<file path="config.mk">
export PLATFORM = sky130hd
export DESIGN_NAME = sdm_stream_controller
export DESIGN_NICKNAME = d
export VERILOG_FILES = /design/src/rtl/sdm_stream_controller.sv
export SDC_FILE = /design/constraint.sdc
export NUM_CORES = 1
export LEC_CHECK = 0
export BUFFER_PORTS_ARGS = -buffer_cell sky130_fd_sc_hd__buf_2
export CELL_PAD_IN_SITES_DETAIL_PLACEMENT = 1
export CELL_PAD_IN_SITES_GLOBAL_PLACEMENT = 1
export CORE_ASPECT_RATIO = 0.75
export CORE_UTILIZATION = 52
export CTS_CLUSTER_SIZE = 25
export DETAILED_ROUTE_END_ITERATION = 6
export GPL_ROUTABILITY_DRIVEN = 0
export PLACE_DENSITY = 0.87
export SYNTH_ARGS = -nofsm -noshare
export SYNTH_HDL_FRONTEND = slang
export SYNTH_SLANG_ARGS = --single-unit
</file>
<file path="constraint.sdc">
create_clock -name clk_i -period 4 [get_ports clk_i]
set_clock_uncertainty 0.2 [all_clocks]
set_input_delay 0.2 -clock clk_i [delete_from_list [all_inputs] [get_ports clk_i]]
set_output_delay 0.2 -clock clk_i [all_outputs]
set_load 0.02 [all_outputs]
</file>
<file path="src/rtl/sdm_stream_controller.sv">
// Sample FIFO, sequencer and bit packer for the sigma-delta modulator datapath.
// Define SDM_CTRL_STATS_EN to add the per-sample-period ones counter (ones_count_o/ones_valid_o).
module sdm_stream_controller #(
    parameter int unsigned Depth    = 8,
    parameter int unsigned Osr      = 64,
    parameter int unsigned ClearCyc = 4
) (
    input  logic                   clk_i,
    input  logic                   rst_i,
    input  logic                   enable_i,
    input  logic                   s_valid_i,
    output logic                   s_ready_o,
    input  logic [15:0]            s_data_i,
    output logic [$clog2(Depth):0] fill_o,
    output logic [15:0]            mod_dataword_o,
    output logic                   mod_clear_n_o,
    input  logic                   mod_bit_i,
    output logic [7:0]             bits_out_o,
    output logic                   bits_valid_o,
    output logic                   busy_o,
`ifdef SDM_CTRL_STATS_EN
    output logic [$clog2(Osr):0]   ones_count_o,
    output logic                   ones_valid_o,
`endif
    output logic                   underflow_o
);

    localparam int unsigned AW = $clog2(Depth);
    localparam int unsigned FW = AW + 1;
    localparam int unsigned SW = $clog2(Osr);
    localparam int unsigned CW = (ClearCyc > 1) ? $clog2(ClearCyc) : 1;

    localparam logic [FW-1:0] FillFull = FW'(Depth);
    localparam logic [SW-1:0] SlotLast = SW'(Osr - 1);
    localparam logic [CW-1:0] ClrLast  = CW'(ClearCyc - 1);

    typedef enum logic [1:0] {StIdle, StClear, StRun} state_e;

    state_e          state_q, state_d;
    logic [15:0]     mem [Depth];
    logic [AW-1:0]   wptr_q, wptr_d, rptr_q, rptr_d;
    logic [FW-1:0]   fill_q, fill_d;
    logic [CW-1:0]   clr_cnt_q, clr_cnt_d;
    logic [SW-1:0]   slot_q, slot_d;
    logic [15:0]     dword_q, dword_d;
    logic            underflow_q, underflow_d;
    logic [6:0]      pack_q, pack_d;
    logic [7:0]      bits_out_q, bits_out_d;
    logic            bits_valid_q, bits_valid_d;
    logic            push, pop, pop_req;

    // READY comes from the pre-edge fill, so a same-cycle pop never frees a slot for a push.
    assign push = s_valid_i && (fill_q != FillFull);
    assign pop  = pop_req && (fill_q != '0);

    always_comb begin
        state_d     = state_q;
        clr_cnt_d   = clr_cnt_q;
        slot_d      = slot_q;
        dword_d     = dword_q;
        underflow_d = underflow_q;
        pop_req     = 1'b0;

        unique case (state_q)
            StIdle: begin
                clr_cnt_d = '0;
                slot_d    = '0;
                dword_d   = '0;
                if (enable_i && (fill_q != '0)) begin
                    state_d     = StClear;
                    underflow_d = 1'b0;
                end
            end
            StClear: begin
                if (!enable_i) begin
                    state_d   = StIdle;
                    clr_cnt_d = '0;
                end else if (clr_cnt_q == ClrLast) begin
                    state_d   = StRun;
                    clr_cnt_d = '0;
                    slot_d    = '0;
                    pop_req   = 1'b1;
                end else begin
                    clr_cnt_d = clr_cnt_q + CW'(1);
                end
            end
            StRun: begin
                if (!enable_i) begin
                    state_d = StIdle;
                    slot_d  = '0;
                    dword_d = '0;
                end else if (slot_q == SlotLast) begin
                    slot_d  = '0;
                    pop_req = 1'b1;
                end else begin
                    slot_d = slot_q + SW'(1);
                end
            end
            default: state_d = StIdle;
        endcase

        if (pop_req) begin
            if (fill_q != '0) begin
                dword_d = mem[rptr_q];
            end else begin
                dword_d     = '0;
                underflow_d = 1'b1;
            end
        end
    end

    always_comb begin
        wptr_d = push ? wptr_q + AW'(1) : wptr_q;
        rptr_d = pop ? rptr_q + AW'(1) : rptr_q;
        unique case ({push, pop})
            2'b10:   fill_d = fill_q + FW'(1);
            2'b01:   fill_d = fill_q - FW'(1);
            default: fill_d = fill_q;
        endcase
    end

    // Slot counter low bits double as the bit index: bytes start on slot 0 since Osr % 8 == 0.
    always_comb begin
        pack_d       = pack_q;
        bits_out_d   = bits_out_q;
        bits_valid_d = 1'b0;
        if (state_q == StRun) begin
            pack_d = {mod_bit_i, pack_q[6:1]};
            if (slot_q[2:0] == 3'd7) begin
                bits_out_d   = {mod_bit_i, pack_q};
                bits_valid_d = 1'b1;
            end
        end
    end

    always_ff @(posedge clk_i) begin
        if (push) begin
            mem[wptr_q] <= s_data_i;
        end
    end

    always_ff @(posedge clk_i or posedge rst_i) begin
        if (rst_i) begin
            state_q      <= StIdle;
            wptr_q       <= '0;
            rptr_q       <= '0;
            fill_q       <= '0;
            clr_cnt_q    <= '0;
            slot_q       <= '0;
            dword_q      <= '0;
            underflow_q  <= 1'b0;
            pack_q       <= '0;
            bits_out_q   <= '0;
            bits_valid_q <= 1'b0;
        end else begin
            state_q      <= state_d;
            wptr_q       <= wptr_d;
            rptr_q       <= rptr_d;
            fill_q       <= fill_d;
            clr_cnt_q    <= clr_cnt_d;
            slot_q       <= slot_d;
            dword_q      <= dword_d;
            underflow_q  <= underflow_d;
            pack_q       <= pack_d;
            bits_out_q   <= bits_out_d;
            bits_valid_q <= bits_valid_d;
        end
    end

`ifdef SDM_CTRL_STATS_EN
    logic [SW:0] ones_acc_q, ones_acc_d, ones_count_q, ones_count_d;
    logic        ones_valid_q, ones_valid_d;

    always_comb begin
        ones_acc_d   = '0;
        ones_count_d = ones_count_q;
        ones_valid_d = 1'b0;
        if (state_q == StRun) begin
            if (slot_q == SlotLast) begin
                ones_count_d = ones_acc_q + (SW+1)'(mod_bit_i);
                ones_valid_d = 1'b1;
            end else begin
                ones_acc_d = ones_acc_q + (SW+1)'(mod_bit_i);
            end
        end
    end

    always_ff @(posedge clk_i or posedge rst_i) begin
        if (rst_i) begin
            ones_acc_q   <= '0;
            ones_count_q <= '0;
            ones_valid_q <= 1'b0;
        end else begin
            ones_acc_q   <= ones_acc_d;
            ones_count_q <= ones_count_d;
            ones_valid_q <= ones_valid_d;
        end
    end

    assign ones_count_o = ones_count_q;
    assign ones_valid_o = ones_valid_q;
`endif

    assign s_ready_o      = (fill_q != FillFull);
    assign fill_o         = fill_q;
    assign mod_dataword_o = dword_q;
    assign mod_clear_n_o  = (state_q == StRun);
    assign bits_out_o     = bits_out_q;
    assign bits_valid_o   = bits_valid_q;
    assign busy_o         = (state_q != StIdle);
    assign underflow_o    = underflow_q;

endmodule
</file>
# ---- After elaboration in Yosys (flattened, before gate mapping)
# Memory sizes are Yosys's and may differ from the RTL's.
# Index checks and enable logic that the tools add are counted.
dict set report word_totals {
  input_bits 21
  memories 1
  word_cells 77
  ff_bits 53
  output_inout_bits 33
  ramBits 128
}
dict set report classes {
  eq_ne 14
  muxes 31
  n_reduce_logical 14
  addsub 6
}
# name depth word_bits read_ports rd_ports_with_merged_regs wr line
set memory_table {}
lappend memory_table {mem 8 16 1 0 1 40} ;# logic [15:0] mem [Depth];
# op count
set op_table {}
lappend op_table {{2-to-1 mux 16 bit} 3}
lappend op_table {{one-hot mux 16 bit (2 select lines)} 1}
lappend op_table {{2-to-1 mux 6 bit} 4}
lappend op_table {{one-hot mux 6 bit (3 select lines)} 1}
lappend op_table {{2-to-1 mux 1 bit} 12}
lappend op_table {{2-to-1 mux 2 bit} 6}
lappend op_table {{!= test 2 bit, second input constant} 4}
lappend op_table {{one-hot mux 4 bit (2 select lines)} 1}
lappend op_table {{adder 3 x 1 -> 3 bit, second input constant} 2}
lappend op_table {{adder 6 x 1 -> 6 bit, second input constant} 1}
lappend op_table {{equality test 2 bit, second input constant} 3}
lappend op_table {{equality test 6 bit, second input constant} 1}
lappend op_table {{one-hot mux 2 bit (3 select lines)} 1}
lappend op_table {{AND reduction 3 bit} 2}
lappend op_table {{nonzero test 2 bit} 3}
lappend op_table {{nonzero test 3 bit} 2}
lappend op_table {{adder 4 x 1 -> 4 bit, second input constant} 1}
lappend op_table {{equality test 2 x 1 -> 1 bit, second input constant} 2}
lappend op_table {{!= test 4 bit, second input constant} 1}
lappend op_table {{one-hot mux 2 bit (2 select lines)} 1}
lappend op_table {{AND reduction 2 bit} 2}
lappend op_table {{nonzero test 4 bit} 1}
lappend op_table {{subtractor 4 x 1 -> 4 bit, second input constant} 1}
lappend op_table {{equality test 3 bit, second input constant} 1}
lappend op_table {{6 further kinds} 8}

# ---- Logic depth before layout (Yosys ltp)
dict set report depth {
  word_depth 7
  ltp_mapped 13
  depth_no_buf 12
}

# ---- Worst setup path before layout
# Ideal clock, no wire load.
dict set report synth_path {
  path_kind {register to register}
  start {reg fill_q[1], in the netlist fill_o[1]}
  end {mem mem[0][0] (enable)}
  slack_ns 0.748
  synth_period_minus_slack_ns 3.252
  t_arrival_ns 2.643
  path_stages_with_launch 6
  setup_ns 0.409
  required_time_ns 3.391
  n_path_buf 1
  cell_sequence {dfrtp_1 > clkbuf_1 > or4b_1 > nand2_1 > or2_2 > nor3_1}
}
dict set report synth_via {
  elab_chain_len 4
}
# item line
set synth_lines {}
lappend synth_lines {{from (decl)} 42} ;# logic [FW-1:0] fill_q, fill_d;
lappend synth_lines {{from (signal assigned)} 159} ;# fill_q <= fill_d;
lappend synth_lines {{!= test 4 bit} --}
lappend synth_lines {{via s_ready_o} 12} ;# output logic s_ready_o,
lappend synth_lines {{logical AND 1 bit} 53} ;# assign push = s_valid_i && (fill_q != FillFull);
lappend synth_lines {{2-to-1 mux 1 bit} 137} ;# if (push) begin
lappend synth_lines {{2-to-1 mux 1 bit (implied by the code)} 138} ;# mem[wptr_q] <= s_data_i;
lappend synth_lines {{to (decl)} 40}
# The timed path passes the listed nets, and every way through them passes these cells.

# ---- Worst setup path after layout
dict set report layout_path {
  start {reg state_q[0]}
  end {reg fill_q[2], in the netlist fill_o[2]}
}
dict set report layout_via {
  elab_chain_len 5
  elab_cells_between_ends 8
  classes_between {4 x eq/ne; 2 x mux; 2 x reduce/logical}
}
# item line
set layout_lines {}
lappend layout_lines {{from (decl)} 39} ;# state_e state_q, state_d;
lappend layout_lines {{from (signal assigned)} 144} ;# state_q <= StIdle;
lappend layout_lines {{from (signal assigned)} 156} ;# state_q <= state_d;
lappend layout_lines {{equality test 2 bit or equality test 2 x 1 -> 1 bit (tied branches)} 64} ;# unique case (state_q)
lappend layout_lines {{one-hot mux 1 bit (2 select lines) (*)} 64}
lappend layout_lines {{logical AND 1 bit (*)} 54} ;# assign pop = pop_req && (fill_q != '0);
lappend layout_lines {{equality test 2 x 1 -> 1 bit or equality test 2 bit (tied branches)} 115} ;# unique case ({push, pop})
lappend layout_lines {{one-hot mux 4 bit (2 select lines) or nonzero test 2 bit (tied branches)} --}
# Every way passes the cells marked *; elsewhere a longest branch is shown, timed or not.
# A chain may end at the register's enable or synchronous reset.

==> results.toml <==
[critical_path]
crit_path_max_fanout = 16
worst-setup-path-type = "reg2reg"
crit_arrival_ns = 3.25
capturing_element_type_of_the_critical_path = "register"
critical_path.startpoint_type = "register"
cp_slowest_stage_delay_ns = 0.61
required_ns = 4.10
rrSetupSlack_ns = 0.85
crit_path_top_delay_cell = "ha_1"
timing.critical_path.cells = "inv_1, ha_1, nand4_1, o32a_1, nor2_4, ha_1, xor2_1, ha_1, a21oi_1, xor2_1, nor2_1, xor2_1"

[run_status]
status = "finished, violations left"
failing_checks = "design-rule violations"

[global_route]
globalRouteOverflowTotal = 0
gr-max-usage-layer = "met2"
gr-usage-met1 = 0.312
grt_pass1_wl_mm = 25.7
grt_max_degree = 36
grt_pass1_vias = 4423
global_route.usage.met2 = 0.408
met3_usage_in_global_routing = 0.0683
antenna_found_initial = 0
grtUsageTotal = 0.246

[logic_synthesis]
yosys.cell_count.top_type = "edfxtp_1"
most_numerous_cell_types_in_the_synthesized_netlist = "edfxtp_1, dfrtp_1, mux2_2"
synth.cell_area_um2 = 7330
yosys_top_cell_area_share = 0.524
ys_async_sr_fraction = 0.293
synth_cell_types = 41
yosysTopAreaCell = "edfxtp_1"
postSynthRegisterBits = 181
synth_seq_area_share = 0.705
synth-edff-count = 128
yosys_most_used_dff = "edfxtp_1"
syn_area_per_cell_um2 = 18.8
synth-warning-count = 0
synthCells = 389
synth.net_count = 422
synth.area.top_cells = "edfxtp_1, dfrtp_1, mux4_1"

[sta]
slew_violations = 0
hold_viol_final = 0
final-setup-viol-count = 0
grt_setup_unrepaired = "false"
fin_crit_sh = 0.788
totalNegativeSetupSlack_ns = 0
achievable-frequency_ghz = 0.317
final.min_clock_period_ns = 3.15
tightestPinTransition_ns = 1.01
timing.slew.headroom = 0.325

[pwr]
power.ir.vdd_worst_mv = 0.400
p_leak_nw = 3.35
power.switching_fraction = 0.286
share_comb_of_total_power = 0.175
clockPowerShare = 0.327
power_switching_mw = 1.44
power.density_cell_area_nw_per_um2 = 585
p_int_mw = 3.60
seqPwrFrac = 0.497

[hold_path]
hold_path.class = "in2async"

[cells_and_area]
area_growth_pct = 17.5
final_core_utilization = 0.627
fin_nets = 511
final_layout_size_suffix_gt1_frac = 0.299
insertedDiodeCount = 0

[placed_design]
io_buffer_count = 53
dp_hpwl_mm = 9.83

[die]
die_x_um = 139
floorplan.initialDensity = 0.533
die_outline_area_um2 = 14600
core-area_um2 = 13700
rows = 37
die_h_um = 105
ios = 54

[clocking]
cts.repair.resized = 0
tritoncts.num_buffers = 17
clkLatencyLatePin_ns = 0.43
clk_pin_slew_worst_paths_ns = 0.07
clk_path_buf_depth = 2
cts.sinks = 181
cts.root.buffer_cell = "clkbuf_16"
cts-htree-levels = 4
cts_tree = "built"

[route]
via_per_inst = 5.92
drt-initial-drc-count = 297
ant_nets = 0
detail_route.wirelength_mm = 16.5
detail_route.wl_per_cell_um = 24.8
vias = 3944
detail_route.drc_violations = 4
detailed_routing_iterations_pass_1 = 7

[run]
max-cap-violations = 0
power by group through the flow:
stage	clock network (mW)	registers, mW	logic (mW)
final	1.65	2.51	0.884
after CTS	1.68	2.51	0.893
after floorplan	0	2.46	0.587
after detailed placement	0	2.54	0.863
after global placement	0	2.50	0.806
after global routing	1.74	2.54	0.955
critical path, delay by kind of cell (launching register included):
| kind | cells | cell delay [ns] |
|---|---|---|
| adders and majority gates | 3 | 1.06 |
| AOI/OAI and AO/OA | 2 | 0.44 |
| DFF | 1 | 0.42 |
| xor gates and xnor gates | 3 | 0.39 |
| and+or+nand+nor | 3 | 0.37 |
| buffers and inverters | 1 | 0.13 |
layout by cell type, fill, tap and decap left out, types with 5 or more instances in the layout:
cell	synthesis	layout
nand3_1	5	5
a22o_1	16	16
a21o_1	7	7
dfrtp_1	53	53
dlygate4sd3_1	0	20
buf_4	1	12
clkbuf_16	0	20
nand2_1	16	16
nor2_1	11	11
mux4_2	9	9
xor2_1	6	6
mux4_1	23	23
ha_1	12	12
edfxtp_1	128	128
o21ai_0	8	8
inv_1	7	6
buf_2	4	53
a21oi_1	7	7
mux2_2	34	34
cell families after synthesis:
kind of cell    Yosys count  share of synthesized area
simple gates             52                     0.0367
fa+ha+maj                12                     0.0205
buf+inv                  23                     0.0186
xor+xnor                  8                    0.00956
mux                      66                      0.162
compound gates           47                     0.0473
flops                   181                      0.705
what timing repair did:
item                                    4_1_cts  5_1_grt
buffers inserted                              0        0
hold buffers                                 20        0
hold endpoints to repair                    155        0
endpoints found under the setup margin        0        0
routing by layer:
metal | vias up | routed length, µm
met5 | - | 0
met2 | 121 | 8440
met1 | 2065 | 6900
met4 | 0 | 310
li1 | 1733 | -
met3 | 25 | 855
sequential cells by signal, summed over array words and instances (netlist names):
register	count
bits_out_o	8
bits_valid_o	1
clr_cnt_q	2
fill_o	4
mem	128
mod_dataword_o	16
pack_q	7
rptr_q	3
slot_q	6
state_q	2
underflow_o	1
wptr_q	3
area by class of cell:
type | count | area [µm²]
flip-flops and latches | 181 | 5170
fillers | 1204 | 5130
multi-input cells | 185 | 2040
repair buffers | 86 | 576
clock buffers | 24 | 533
well taps | 175 | 219
clock inverters | 8 | 57.6
inverters | 7 | 26.3
metrics by stage:
step | hold slack (ns) | area, µm² | cells | total power, mW | worst slack, ns
after floorplan | 0.0989 | 7330 | 389 | 3.05 | 0.748
after global placement | 0.0225 | 7830 | 614 | 3.31 | 1.11
after detailed placement | 0.0339 | 7830 | 614 | 3.40 | 0.873
after CTS | 0.124 | 8620 | 666 | 5.08 | 0.847
after global routing | 0.181 | 8620 | 666 | 5.23 | 0.596
final | 0.164 | 8620 | 666 | 5.04 | 0.850
final timing paths:
| kind | from | to | depth (start not counted) |
|---|---|---|---|
| min in group clk_i | mod_dataword_o[12] | mod_dataword_o[12] | 1 |
| setup reg to reg | state_q[0] | fill_o[2] | 12 |
| max in group asynchronous | rst_i | mod_dataword_o[13] | 4 |
| hold / removal | rst_i | clr_cnt_q[1] | 3 |
| hold reg to reg | mod_dataword_o[12] | mod_dataword_o[12] | 1 |
| setup / recovery | state_q[0] | fill_o[2] | 12 |
Note: power is estimated with default switching activity, not from simulation.
